`src/rtl/pe_id_cfg_loader_if.sv`:
```
// Config bus from the ID loader into the PE-array multicast-controller ID registers.
// One entry per valid/ready handshake; fields are held while the sink stalls.
interface pe_id_cfg_loader_if #(
  parameter int XID_W = 5
);
  logic             cfg_valid;
  logic             cfg_ready;
  logic [1:0]       cfg_type;
  logic [1:0]       cfg_kind;
  logic [2:0]       cfg_row;
  logic [2:0]       cfg_col;
  logic [XID_W-1:0] cfg_data;

  modport master (
    output cfg_valid,
    output cfg_type,
    output cfg_kind,
    output cfg_row,
    output cfg_col,
    output cfg_data,
    input  cfg_ready
  );

  modport slave (
    input  cfg_valid,
    input  cfg_type,
    input  cfg_kind,
    input  cfg_row,
    input  cfg_col,
    input  cfg_data,
    output cfg_ready
  );
endinterface

```
`src/rtl/pe_id_cfg_loader.sv`:
```
// Snapshots the PE-array ID generator outputs on start and streams them, one
// entry per handshake, into the multicast-controller ID registers.
//
// state     | meaning
// ----------+----------------------------------------------------------
// S_IDLE    | waiting for start; snapshot holds the previous layer
// S_SEND_Y  | Y-ID of row `row` for type `typ`
// S_SEND_X  | X-ID of (row, col) for type `typ`, row-major
// S_SEND_LN | single LN_config beat
// S_DONE    | one-cycle done pulse, start ignored
module pe_id_cfg_loader #(
  parameter int ROWS  = 6,
  parameter int COLS  = 8,
  parameter int XID_W = 5,
  parameter int YID_W = 3,
  parameter int LN_W  = 5
) (
  input  logic                        clk,
  input  logic                        rst,
  input  logic                        start,
  input  logic [ROWS*COLS*XID_W-1:0]  filter_xid,
  input  logic [ROWS*YID_W-1:0]       filter_yid,
  input  logic [ROWS*COLS*XID_W-1:0]  ifmap_xid,
  input  logic [ROWS*YID_W-1:0]       ifmap_yid,
  input  logic [ROWS*COLS*XID_W-1:0]  ipsum_xid,
  input  logic [ROWS*YID_W-1:0]       ipsum_yid,
  input  logic [ROWS*COLS*XID_W-1:0]  opsum_xid,
  input  logic [ROWS*YID_W-1:0]       opsum_yid,
  input  logic [LN_W-1:0]             ln_config,
  pe_id_cfg_loader_if.master          cfg,
  output logic                        busy,
  output logic                        done
);

  localparam int NX   = ROWS * COLS;
  localparam int XI_W = (NX > 1) ? $clog2(NX) : 1;
  localparam logic [2:0] ROW_LAST = 3'(ROWS - 1);
  localparam logic [2:0] COL_LAST = 3'(COLS - 1);
  localparam logic [1:0] TYP_LAST = 2'd3;

  // Row/column counters share the 3-bit width of cfg_row/cfg_col.
  if (ROWS < 1 || ROWS > 8 || COLS < 1 || COLS > 8) begin : g_bad_geometry
    $error("pe_id_cfg_loader: ROWS and COLS must be within 1..8");
  end

  typedef enum logic [2:0] {
    S_IDLE    = 3'd0,
    S_SEND_Y  = 3'd1,
    S_SEND_X  = 3'd2,
    S_SEND_LN = 3'd3,
    S_DONE    = 3'd4
  } state_t;

  state_t     state, state_nxt;
  logic [2:0] row, row_nxt;
  logic [2:0] col, col_nxt;
  logic [1:0] typ, typ_nxt;

  logic capture;
  logic sending;
  logic fire;

  logic [NX*XID_W-1:0]   snap_xid [4];
  logic [ROWS*YID_W-1:0] snap_yid [4];
  logic [LN_W-1:0]       snap_ln;

  logic [XID_W-1:0] x_tab [4][NX];
  logic [YID_W-1:0] y_tab [4][ROWS];
  logic [XI_W-1:0]  x_idx;

  assign capture = (state == S_IDLE) && start;
  assign sending = (state == S_SEND_Y) || (state == S_SEND_X) || (state == S_SEND_LN);
  assign fire    = sending && cfg.cfg_ready;

  // Unpack the flat snapshot buses into per-entry tables for the read mux.
  for (genvar t = 0; t < 4; t++) begin : g_tab_type
    for (genvar k = 0; k < NX; k++) begin : g_tab_x
      assign x_tab[t][k] = snap_xid[t][k*XID_W +: XID_W];
    end
    for (genvar r = 0; r < ROWS; r++) begin : g_tab_y
      assign y_tab[t][r] = snap_yid[t][r*YID_W +: YID_W];
    end
  end

  assign x_idx = XI_W'(row) * XI_W'(COLS) + XI_W'(col);

  always_ff @(posedge clk or posedge rst) begin
    if (rst) begin
      state   <= S_IDLE;
      row     <= '0;
      col     <= '0;
      typ     <= '0;
      snap_ln <= '0;
      for (int t = 0; t < 4; t++) begin
        snap_xid[t] <= '0;
        snap_yid[t] <= '0;
      end
    end else begin
      state <= state_nxt;
      row   <= row_nxt;
      col   <= col_nxt;
      typ   <= typ_nxt;
      if (capture) begin
        snap_xid[0] <= filter_xid;
        snap_xid[1] <= ifmap_xid;
        snap_xid[2] <= ipsum_xid;
        snap_xid[3] <= opsum_xid;
        snap_yid[0] <= filter_yid;
        snap_yid[1] <= ifmap_yid;
        snap_yid[2] <= ipsum_yid;
        snap_yid[3] <= opsum_yid;
        snap_ln     <= ln_config;
      end
    end
  end

  always_comb begin
    state_nxt = state;
    row_nxt   = row;
    col_nxt   = col;
    typ_nxt   = typ;
    case (state)
      S_IDLE: begin
        if (start) begin
          state_nxt = S_SEND_Y;
          row_nxt   = '0;
          col_nxt   = '0;
          typ_nxt   = '0;
        end
      end
      S_SEND_Y: begin
        if (fire) begin
          if (row == ROW_LAST) begin
            state_nxt = S_SEND_X;
            row_nxt   = '0;
            col_nxt   = '0;
          end else begin
            row_nxt = row + 3'd1;
          end
        end
      end
      S_SEND_X: begin
        if (fire) begin
          if (col != COL_LAST) begin
            col_nxt = col + 3'd1;
          end else if (row != ROW_LAST) begin
            col_nxt = '0;
            row_nxt = row + 3'd1;
          end else begin
            row_nxt = '0;
            col_nxt = '0;
            if (typ == TYP_LAST) begin
              state_nxt = S_SEND_LN;
              typ_nxt   = '0;
            end else begin
              state_nxt = S_SEND_Y;
              typ_nxt   = typ + 2'd1;
            end
          end
        end
      end
      S_SEND_LN: begin
        if (fire) begin
          state_nxt = S_DONE;
        end
      end
      S_DONE: begin
        state_nxt = S_IDLE;
      end
      default: begin
        state_nxt = S_IDLE;
      end
    endcase
  end

  // Beat fields come straight from state, counters and snapshot, so they stay
  // put for as long as the sink holds ready low.
  always_comb begin
    cfg.cfg_valid = 1'b0;
    cfg.cfg_type  = '0;
    cfg.cfg_kind  = '0;
    cfg.cfg_row   = '0;
    cfg.cfg_col   = '0;
    cfg.cfg_data  = '0;
    busy          = 1'b0;
    done          = 1'b0;
    case (state)
      S_SEND_Y: begin
        cfg.cfg_valid = 1'b1;
        cfg.cfg_type  = typ;
        cfg.cfg_kind  = 2'd0;
        cfg.cfg_row   = row;
        cfg.cfg_data  = XID_W'(y_tab[typ][row]);
        busy          = 1'b1;
      end
      S_SEND_X: begin
        cfg.cfg_valid = 1'b1;
        cfg.cfg_type  = typ;
        cfg.cfg_kind  = 2'd1;
        cfg.cfg_row   = row;
        cfg.cfg_col   = col;
        cfg.cfg_data  = x_tab[typ][x_idx];
        busy          = 1'b1;
      end
      S_SEND_LN: begin
        cfg.cfg_valid = 1'b1;
        cfg.cfg_kind  = 2'd2;
        cfg.cfg_data  = XID_W'(snap_ln);
        busy          = 1'b1;
      end
      S_DONE: begin
        done = 1'b1;
      end
      default: begin
      end
    endcase
  end

endmodule

```
`src/flat_wrapper.sv`:
```
// flat-port wrapper written by rule: the top's interface ports become plain ports
module pe_id_cfg_loader_flat 
#(
  parameter int ROWS  = 6,
  parameter int COLS  = 8,
  parameter int XID_W = 5,
  parameter int YID_W = 3,
  parameter int LN_W  = 5
)
  (clk, rst, start, filter_xid, filter_yid, ifmap_xid, ifmap_yid, ipsum_xid, ipsum_yid, opsum_xid, opsum_yid, ln_config, busy, done, cfg_cfg_valid, cfg_cfg_type, cfg_cfg_kind, cfg_cfg_row, cfg_cfg_col, cfg_cfg_data, cfg_cfg_ready);
  pe_id_cfg_loader_if #(.XID_W(XID_W)) cfg_i ();
  input  logic clk;
  input  logic rst;
  input  logic start;
  input  logic [ROWS*COLS*XID_W-1:0] filter_xid;
  input  logic [ROWS*YID_W-1:0] filter_yid;
  input  logic [ROWS*COLS*XID_W-1:0] ifmap_xid;
  input  logic [ROWS*YID_W-1:0] ifmap_yid;
  input  logic [ROWS*COLS*XID_W-1:0] ipsum_xid;
  input  logic [ROWS*YID_W-1:0] ipsum_yid;
  input  logic [ROWS*COLS*XID_W-1:0] opsum_xid;
  input  logic [ROWS*YID_W-1:0] opsum_yid;
  input  logic [LN_W-1:0] ln_config;
  output logic busy;
  output logic done;
  output wire logic [$bits(cfg_i.cfg_valid)-1:0] cfg_cfg_valid;
  output wire logic [$bits(cfg_i.cfg_type)-1:0] cfg_cfg_type;
  output wire logic [$bits(cfg_i.cfg_kind)-1:0] cfg_cfg_kind;
  output wire logic [$bits(cfg_i.cfg_row)-1:0] cfg_cfg_row;
  output wire logic [$bits(cfg_i.cfg_col)-1:0] cfg_cfg_col;
  output wire logic [$bits(cfg_i.cfg_data)-1:0] cfg_cfg_data;
  input wire logic [$bits(cfg_i.cfg_ready)-1:0] cfg_cfg_ready;
  assign cfg_cfg_valid = cfg_i.cfg_valid;
  assign cfg_cfg_type = cfg_i.cfg_type;
  assign cfg_cfg_kind = cfg_i.cfg_kind;
  assign cfg_cfg_row = cfg_i.cfg_row;
  assign cfg_cfg_col = cfg_i.cfg_col;
  assign cfg_cfg_data = cfg_i.cfg_data;
  assign cfg_i.cfg_ready = cfg_cfg_ready;
  pe_id_cfg_loader #(.ROWS(ROWS), .COLS(COLS), .XID_W(XID_W), .YID_W(YID_W), .LN_W(LN_W)) u_core (.clk(clk), .rst(rst), .start(start), .filter_xid(filter_xid), .filter_yid(filter_yid), .ifmap_xid(ifmap_xid), .ifmap_yid(ifmap_yid), .ipsum_xid(ipsum_xid), .ipsum_yid(ipsum_yid), .opsum_xid(opsum_xid), .opsum_yid(opsum_yid), .ln_config(ln_config), .cfg(cfg_i), .busy(busy), .done(done));
endmodule
```
`config.mk`:
```
export PLATFORM = sky130hd
export DESIGN_NAME = pe_id_cfg_loader_flat
export DESIGN_NICKNAME = d
export VERILOG_FILES = /design/src/rtl/pe_id_cfg_loader_if.sv /design/src/rtl/pe_id_cfg_loader.sv /design/src/flat_wrapper.sv
export SDC_FILE = /design/constraint.sdc
export NUM_CORES = 2
export LEC_CHECK = 0
export ABC_AREA = 1
export ABC_CLOCK_PERIOD_IN_PS = 57500
export CORE_AREA = 10 10 402 404
export CTS_CLUSTER_DIAMETER = 150
export CTS_CLUSTER_SIZE = 40
export DETAILED_ROUTE_END_ITERATION = 12
export DIE_AREA = 0 0 412 414
export SYNTH_ARGS = -nofsm -noshare
export SYNTH_HDL_FRONTEND = slang
export SYNTH_SLANG_ARGS = --single-unit
```
`constraint.sdc`:
```
create_clock -name clk -period 57.5 [get_ports clk]
set_clock_uncertainty 0.05 [all_clocks]
set_input_delay 17.25 -clock clk [delete_from_list [all_inputs] [get_ports clk]]
set_output_delay 17.25 -clock clk [all_outputs]
set_load 0.05 [all_outputs]
```
==> results.cfg <==
[logic_synthesis]
synth_async_sr_flop_share = 1.00
netlist_instances = 4678
yosys_most_used_dff = sky130_fd_sc_hd__dfrtp_1
synth_enable_flop_cells = 0
synth-seq-area-share = 0.490
netlist_top_cells_area = sky130_fd_sc_hd__dfrtp_1, sky130_fd_sc_hd__mux2_4, sky130_fd_sc_hd__nand2_1
synth_seq_cells = 1048
post_synth_instance_area_sq_mm = 0.0535
yosysWarnings = 0
most_frequent_cells_after_synthesis = sky130_fd_sc_hd__nand2_1, sky130_fd_sc_hd__dfrtp_1, sky130_fd_sc_hd__mux2_4
synth_top_cell_area_share = 0.490
synth_nets = 5722
synth_top_cell_by_area = sky130_fd_sc_hd__dfrtp_1
synthDistinctLibCells = 32
most_common_cell_in_the_synthesized_netlist = sky130_fd_sc_hd__nand2_1
syn-mean-instance-area_sq_um = 11.4

[worst_setup_path]
required_ns = 40.20
worstSetupEndpointType = output port
path_cells = inv_8 > buf_4 > buf_4 > buf_4 > buf_4 > nand2_1 > nand3_1 > nand3_1 > nand2_1 > nand2_1 > nand3_1 > nand3_1 > nand2_1 > nand2_1 > nand2_1 > nand2_1 > nand2_1 > nand2_1 > nand2_1 > clkdlybuf4s50_1
max_stage_delay_ns = 0.89
timing.critical_path.mode_cell = sky130_fd_sc_hd__nand2_1
critPathSlowestCell = sky130_fd_sc_hd__clkdlybuf4s50_1
worstSetupPathType = flip-flop to output port
crit_fanout = 126
worst_ep_arrival_time_ns = 7.41
reg2reg_setup_slack_ns = 51.19
startpoint_type = flip-flop

[power_and_ir_drop]
p_comb_frac = 0.560
share_clk_of_total_power = 0.094
net-switching-power_mw = 1.61
netSwitchingFraction = 0.402
power.share.sequential = 0.346
vdd_drop_max_mv = 0.0589
power_density_mw_per_mm2 = 61.2
cellInternalPower_mw = 2.39
post-layout-total-power_mw = 4.01
p_leak_nw = 30.2

[sta]
rsz0062_at_grt = false
setup_violations = 0
finalWorstPathRequiredPeriod_ns = 24.71
fin_tns_setup_ns = 0
worst_case_headroom_to_the_max_slew_limit = 0.109
finalHoldViolCount = 0
finalCritPeriodShare = 0.430
worst-slew-pin-transition_ns = 1.34
maxSlewViolCount = 0
max_freq_mhz = 40.5

[grt]
grt_pass1_vias = 39545
grt_first_pass_wirelength_mm = 300
grt_usage = 0.239
largest_net_degree_at_the_start_of_global_routing = 168
grt_remaining_overflow = 0
grt_antenna_before_repair = 150

[clock_network]
ctsHoldBuffers = 0
numCtsBuffers = 35
cts_htree_levels = 2
clkSinkCount = 1048
clk_root_buffer_cell = sky130_fd_sc_hd__clkbuf_16
post_cts_resize_count = 0
cts_buffer_depth = 3
clkSlewWorstSetupHoldPaths_ns = 0.13
tritoncts_clock_tree = yes
cts_setup_buffers = 0
clkLatencyLatePin_ns = 0.67

[drt]
drt_iter0_drc = 3554
vias = 39241
antenna_violating_nets_post_route = 0
wirelength_per_cell_microns = 28.2
post-route-drc-count = 0
drtPass1Iterations = 5
vias_per_cell = 5.16
routed_wirelength_mm = 214

[floorplan]
die_area_sq_mm = 0.171
pin_count = 1059
die_height_microns = 414
placementRows = 144
dieWidth_microns = 412
initial_core_utilization = 0.349
core_sq_mm = 0.153

[layout]
syn_to_final_growth_pct = 22.4
final_layout_size_suffix_gt1_frac = 0.205
final_nets = 6528
n_fill_cell = 14489
instances_no_fill = 7606

[placement]
buffer_ports.inserted = 1058
finalWeightedCongestion = 0.882
hpwl_mm = 158
numPlacedInstances = 7491

[flow_run]
cap_viol_max_count = 0

[run_status]
status = finished clean

[worst_hold_path]
timing.hold.worst.class = flip-flop to flip-flop
## path summary, 6_finish.rpt
kind | from | endpoint | cells past startpoint
worst max-delay path | u_core.typ[0] | cfg_cfg_data[0] | 20
worst min-delay path | u_core.snap_xid[246] | u_core.snap_xid[246] | 1
worst max register to register | u_core.state[0] | u_core.snap_xid[264] | 12
worst min register to register | u_core.snap_xid[246] | u_core.snap_xid[246] | 1
max in group asynchronous | rst | u_core.snap_xid[197] | 7
min in group asynchronous | rst | u_core.snap_xid[821] | 2
## placed cells by master (no fill, tap or decap), types with 7 or more instances in the layout
master / synthesis / routed
sky130_fd_sc_hd__a21oi_1: 114 / 114
sky130_fd_sc_hd__buf_12: 88 / 7
sky130_fd_sc_hd__buf_4: 27 / 44
sky130_fd_sc_hd__clkbuf_16: 0 / 36
sky130_fd_sc_hd__clkdlybuf4s50_1: 0 / 1058
sky130_fd_sc_hd__dfrtp_1: 1048 / 1043
sky130_fd_sc_hd__diode_2: 0 / 68
sky130_fd_sc_hd__inv_1: 43 / 40
sky130_fd_sc_hd__inv_2: 9 / 7
sky130_fd_sc_hd__mux2_2: 217 / 217
sky130_fd_sc_hd__mux2_4: 792 / 792
sky130_fd_sc_hd__nand2_1: 1096 / 1096
sky130_fd_sc_hd__nand3_1: 655 / 655
sky130_fd_sc_hd__nor2_1: 172 / 172
sky130_fd_sc_hd__o211ai_1: 12 / 12
sky130_fd_sc_hd__o21ai_0: 119 / 119
sky130_fd_sc_hd__o221ai_1: 12 / 12
sky130_fd_sc_hd__o31ai_1: 31 / 31
## cell type report
| cell class | instances | area (sq um) | area share |
|---|---|---|---|
| diodes | 68 | 170 | 0.00260 |
| well taps | 2044 | 2560 | 0.0391 |
| clock buffers | 37 | 905 | 0.0138 |
| repair buffers | 1109 | 11100 | 0.169 |
| flip-flops and latches | 1048 | 26200 | 0.401 |
| multi-input cells | 3237 | 24100 | 0.368 |
| clock inverters | 10 | 188 | 0.00287 |
| inverters | 53 | 234 | 0.00357 |
## critical path, delay by kind of cell, from the launching register on
kind | cells | cell delay, ns
buf+inv | 6 | 4.00
flops | 1 | 0.75
simple gates | 14 | 1.63
## cells by family after synthesis
kind of cell    after synthesis  share of synthesized area
mux                        1010                      0.268
compound gates              294                     0.0307
simple gates               1930                      0.151
flops                      1048                      0.490
buf+inv                     393                     0.0590
fa+ha+maj                     3                   0.000702
## power by group through the flow
| stage | clock (mW) | sequential, mW | combinational (mW) |
|---|---|---|---|
| 2_1_floorplan | 0 | 1.29 | 1.90 |
| 6_report | 0.376 | 1.39 | 2.24 |
| 3_3_place_gp | 0 | 1.39 | 2.22 |
| 5_1_grt | 0.408 | 1.43 | 2.41 |
| 4_1_cts | 0.386 | 1.38 | 2.25 |
| 3_5_place_dp | 0 | 1.39 | 2.25 |
## layer usage
layer	global-route usage	routed length (microns)	vias up
met5	0	696	-
met4	0.114	9890	112
met3	0.0623	15700	420
met2	0.386	102000	1402
met1	0.295	85500	19795
li1	-	-	17512
## state kept, by name, summed over array words and instances, names as in the netlist
name and flops:
u_core.snap_xid 960, u_core.snap_ln 5, u_core.state 3, u_core.col 3, u_core.typ 2, u_core.row 3, u_core.snap_yid 72
## stage by stage
step                worst slack [ns]   util  hold WS (ns)  cell area [sq um]
detailed placement             33.63  0.419         0.433              64200
global placement               33.67  0.419         0.428              64200
CTS                            32.85  0.426         0.464              65300
floorplan                      10.70      -         0.415              53500
finish                         32.79  0.427         0.462              65500
global route                   32.46  0.427         0.476              65500
Note: power is estimated with default switching activity, not from simulation.
